===== config.mk =====
export PLATFORM = sky130hd
export DESIGN_NAME = kernel_a_stream_feeder
export DESIGN_NICKNAME = d
export VERILOG_FILES = /design/src/rtl/kernel_a_stream_feeder.sv
export SDC_FILE = /design/constraint.sdc
export NUM_CORES = 1
export LEC_CHECK = 0
export ABC_AREA = 1
export BUFFER_PORTS_ARGS = -buffer_cell sky130_fd_sc_hd__clkbuf_2
export CAP_MARGIN = 30
export CORE_UTILIZATION = 47
export CTS_CLUSTER_DIAMETER = 60
export DETAILED_ROUTE_END_ITERATION = 6
export PLACE_DENSITY = 0.65
export REMOVE_ABC_BUFFERS = 1
export SYNTH_ARGS = -nofsm -noshare
export SYNTH_HDL_FRONTEND = slang
export SYNTH_SLANG_ARGS = --single-unit

===== constraint.sdc =====
create_clock -name clk -period 7.77 [get_ports clk]
set_input_delay 1.554 -clock clk [delete_from_list [all_inputs] [get_ports clk]]
set_output_delay 1.554 -clock clk [all_outputs]
set_load 0.1 [all_outputs]

===== src/rtl/kernel_a_stream_feeder.sv =====
// kernel_a_stream_feeder: buffers two streams, feeds aligned pairs into kernel_A and tracks in-flight elements
module kernel_a_stream_feeder #(
  parameter int DATAW      = 32,
  parameter int FIFO_DEPTH = 4,
  parameter int KLAT       = 2,
  parameter int NELEM      = 1024
) (
  input  logic             clk,
  input  logic             rst,
  input  logic             start,
  input  logic [DATAW-1:0] in0_data,
  input  logic             in0_valid,
  output logic             in0_ready,
  input  logic [DATAW-1:0] in1_data,
  input  logic             in1_valid,
  output logic             in1_ready,
  output logic [DATAW-1:0] ka_vin0,
  output logic [DATAW-1:0] ka_vin1,
  output logic             stall,
  input  logic             out_ready,
  output logic             kout_valid,
  output logic             busy,
  output logic             done
);
  localparam int AW = $clog2(FIFO_DEPTH);
  localparam int PW = AW + 1;
  localparam int CW = $clog2(NELEM + 1);

  typedef enum logic [1:0] {IDLE, RUN, DRAIN, DONE} state_t;

  state_t                  state, state_n;
  logic [1:0][DATAW-1:0]   din, head;
  logic [1:0]              vld, full, empty;
  logic [CW-1:0]           issued, retired;
  logic [KLAT-1:0]         vsr;
  logic                    advance, inject, retire;

  assign din        = {in1_data, in0_data};
  assign vld        = {in1_valid, in0_valid};
  assign in0_ready  = !full[0];
  assign in1_ready  = !full[1];
  assign advance    = out_ready && (state == RUN || state == DRAIN);
  assign inject     = advance && state == RUN && !empty[0] && !empty[1] && issued < CW'(NELEM);
  assign retire     = kout_valid && out_ready;
  assign stall      = !advance;
  assign ka_vin0    = inject ? head[0] : '0;
  assign ka_vin1    = inject ? head[1] : '0;
  assign kout_valid = vsr[KLAT-1];

  generate
    for (genvar s = 0; s < 2; s++) begin : g_fifo
      logic [DATAW-1:0] mem [FIFO_DEPTH];
      logic [PW-1:0]    wp, rp;
      assign full[s]  = wp[AW] != rp[AW] && wp[AW-1:0] == rp[AW-1:0];
      assign empty[s] = wp == rp;
      assign head[s]  = mem[rp[AW-1:0]];
      // storage needs no reset: the pointers alone define what is valid
      always_ff @(posedge clk)
        if (vld[s] && !full[s]) mem[wp[AW-1:0]] <= din[s];
      // push only when not full (a same-cycle pop does not free a slot), pop on inject
      always_ff @(posedge clk or negedge rst)
        if (!rst) begin
          wp <= '0;
          rp <= '0;
        end else begin
          wp <= wp + PW'(vld[s] && !full[s]);
          rp <= rp + PW'(inject);
        end
    end
  endgenerate

  // state, run counters, valid tracker and registered status flags
  always_ff @(posedge clk or negedge rst)
    if (!rst) begin
      state   <= IDLE;
      issued  <= '0;
      retired <= '0;
      vsr     <= '0;
      done    <= 1'b0;
      busy    <= 1'b0;
    end else begin
      state   <= state_n;
      issued  <= state == IDLE ? '0 : issued + CW'(inject);
      retired <= state == IDLE ? '0 : retired + CW'(retire);
      if (advance) vsr <= KLAT'({vsr, inject});
      done    <= state_n == DONE;
      busy    <= state_n == RUN || state_n == DRAIN;
    end

  // run sequencing: inject NELEM elements, drain until all retire, pulse done
  always_comb begin
    state_n = state;
    case (state)
      IDLE:    state_n = start ? RUN : IDLE;
      RUN:     state_n = inject && issued == CW'(NELEM - 1) ? DRAIN : RUN;
      DRAIN:   state_n = retire && retired == CW'(NELEM - 1) ? DONE : DRAIN;
      default: state_n = IDLE;
    endcase
  end
endmodule


==> impl_metrics.ini <==
[synth]
synth_xor_xnor_area_share_pct = 0.730
post_synth_and_or_nand_nor_area_fraction_pct = 11.4
synth_compound_area_share_pct = 10.2
seq_area_frac_synth_pct = 72.4
synth.lib_cells_used.distinct = 29
synthCells = 975
synth_top_family_by_area = simple AND/OR/NAND/NOR gates
synth_area_um2 = 12000
synth.area.mux_share_pct = 0.0939
syn_area_per_cell_um2 = 12.3
ys_ff_latch = 296
ys_warn_count = 0
synthAdderAreaFrac_pct = 1.77

[clocking]
cts_setup_buffers = 0
cts_resized = 0
hold_buffers = 0
numCtsBuffers = 31
cts_tree = yes
insertion_delay_ns = 0.55
clk_pin_slew_worst_paths_ns = 0.06
cts_sinks = 296
ctsHtreeMaxLevel = 1
clock_path_buffers = 3
cts_root_buf = clkbuf_16

[floorplan]
start_util_pct = 47.8
fp.dieW_um = 162
die_h_um = 162
io_pins = 140
core_region_area_um2 = 25100
rows = 58
dieArea_um2 = 26200

[hold_path]
min_path_cells = 2
min_path_type = flip-flop to flip-flop

[route]
viasPerCell = 5.13
firstDrtPassIters = 5
drt_wl_total_um = 24200
post-route-drc-count = 0
ant_nets = 0
drt_iter0_drc = 598
wl_per_cell_um = 16.4
vias = 7555

[placed_design]
place.gp.congestion = 0.754
io_buffers = 139
dp_hpwl_um = 14400
dp.cells = 1413

[power]
ir_drop_uv = 204
leakage_uw = 0.00541
powerDensity_nw_per_um2 = 285

[cells_and_area]
multi_input_area_um2 = 2950
final_cell_mix = nor2_1, edfxtp_1, clkbuf_2, o21ai_0, a21oi_2
area_growth_pct = 17.5
drive_gt1_share_pct = 23.0
seq_area_um2 = 8690
final_common_cell = nor2_1
fillers = 2093
instances_no_fill = 1474
fin_nets = 1203

[critical_path]
cp.arrival_ns = 4.13
cp-end-kind = output port
cp_max_fo = 67
r2r_cells = 13
cp-start-kind = flip-flop
worstPathRequired_ns = 6.22
critPathKind = flip-flop to output port

[sta]
fin_crit_ns = 5.68
holdWs_ns = 0.483
slew_violations = 0
fin_tns_setup_ns = 0
skew_ns = 0.0183
finalSetupViolCount = 0
relSlewSlack_pct = 36.3
finalHoldViolCount = 0
rsz0062_at_grt = no
tightest_slew_ns = 0.953
period_share_pct = 73.1
fmax_mhz = 176

[global_routing]
grt_antenna_before_repair = 1
grt_usage_pct = 18.7
grt_start_max_net_pins = 68
grt_pass1_wl_um = 38300
grt_pass1_vias = 7266
gr-total-overflow = 0

[job]
cap_violations = 0

[status]
status = complete, no violations
==> cell families (layout without fill, tap and decap cells) <==
kind of cell	after synthesis	after routing
xor+xnor	10	10
other cells	0	3
buf+inv	89	255
fa+ha+maj	17	17
mux	1	1
simple gates	347	347
flops	296	296
compound gates	215	215
==> report_power, final <==
part	total [uW]	switching, uW	internal (uW)
clock network	1470	578	896
logic	430	326	104
registers	2110	68.8	2040
==> through the flow <==
step                util, %  setup WS, ns  power [uW]  cell area, um^2
detailed placement     52.0          2.59        2590            13100
finish                 56.1          2.09        4020            14100
global route           56.1          1.74        4190            14100
global placement       51.9          2.68        2570            13000
CTS                    56.1          2.00        4060            14100
floorplan                 -          1.10        2410            11700
==> layout make-up <==
type | instances | share of cell area, %
sequential | 296 | 61.7
multi-input combinational | 590 | 20.9
timing repair buffer | 158 | 6.06
clock buffer | 37 | 5.66
tap | 330 | 2.93
clock inverter | 21 | 1.65
inverter | 39 | 1.04
antenna | 3 | 0.0533
==> state kept, by name, indices dropped and copies added (netlist names) <==
signal,cells
done,1
issued,11
state,2
g_fifo.mem,256
busy,1
vsr,2
g_fifo.wp,6
retired,11
g_fifo.rp,6
==> cell usage after synthesis <==
master | instances | area, um^2
mux2_2 | 1 | 11.3
o21ai_0 | 129 | 646
a21oi_2 | 39 | 342
inv_2 | 3 | 11.3
nand3_2 | 2 | 20.0
a31oi_1 | 1 | 6.26
o21ai_1 | 8 | 40.0
xnor2_1 | 6 | 52.6
nor2_1 | 280 | 1050
dfrtp_1 | 40 | 1000
a21oi_1 | 36 | 180
inv_1 | 36 | 135
buf_2 | 18 | 90.1
clkbuf_1 | 23 | 86.3
o22ai_1 | 1 | 6.26
ha_1 | 17 | 213
nand2_1 | 37 | 139
xor2_1 | 4 | 35.0
nand4_1 | 2 | 12.5
nor3_2 | 1 | 10.0
nor4_1 | 1 | 6.26
buf_1 | 3 | 11.3
o21bai_1 | 1 | 7.51
nand3_1 | 9 | 45.0
nand3b_1 | 1 | 7.51
nor3_1 | 13 | 65.1
edfxtp_1 | 256 | 7690
and3b_1 | 1 | 8.76
buf_6 | 6 | 67.6
==> final timing paths <==
check                                     start               to  slack (ns)
worst max-delay path            g_fifo[1].rp[0]       ka_vin0[8]        2.09
min in group asynchronous                   rst        issued[9]        0.95
max in group asynchronous                   rst  g_fifo[0].wp[1]        6.33
worst min register to register           vsr[0]           vsr[0]        0.48
worst min-delay path                     vsr[0]           vsr[0]        0.48
worst max register to register  g_fifo[1].rp[0]       issued[10]        3.93
==> worst max-delay path, stage by stage, from the launching register on <==
cell and delay (ns):
dfrtp_2 0.34, buf_4 0.54, inv_2 0.57, nand2_1 0.21, nand2_1 0.10, nand3_2 0.12, nand3_4 0.45, buf_4 0.48
a21oi_1 0.23, clkbuf_2 0.49
==> per-layer routing <==
layer / GRT usage (%) / routed length [um] / vias up
met5: 0 / 0 / -
met4: 4.29 / 284 / 0
met3: 4.32 / 1840 / 29
met2: 31.5 / 11600 / 231
met1: 24.8 / 10400 / 3599
li1: - / - / 3696
No activity file was read; power rests on OpenSTA's default activity.
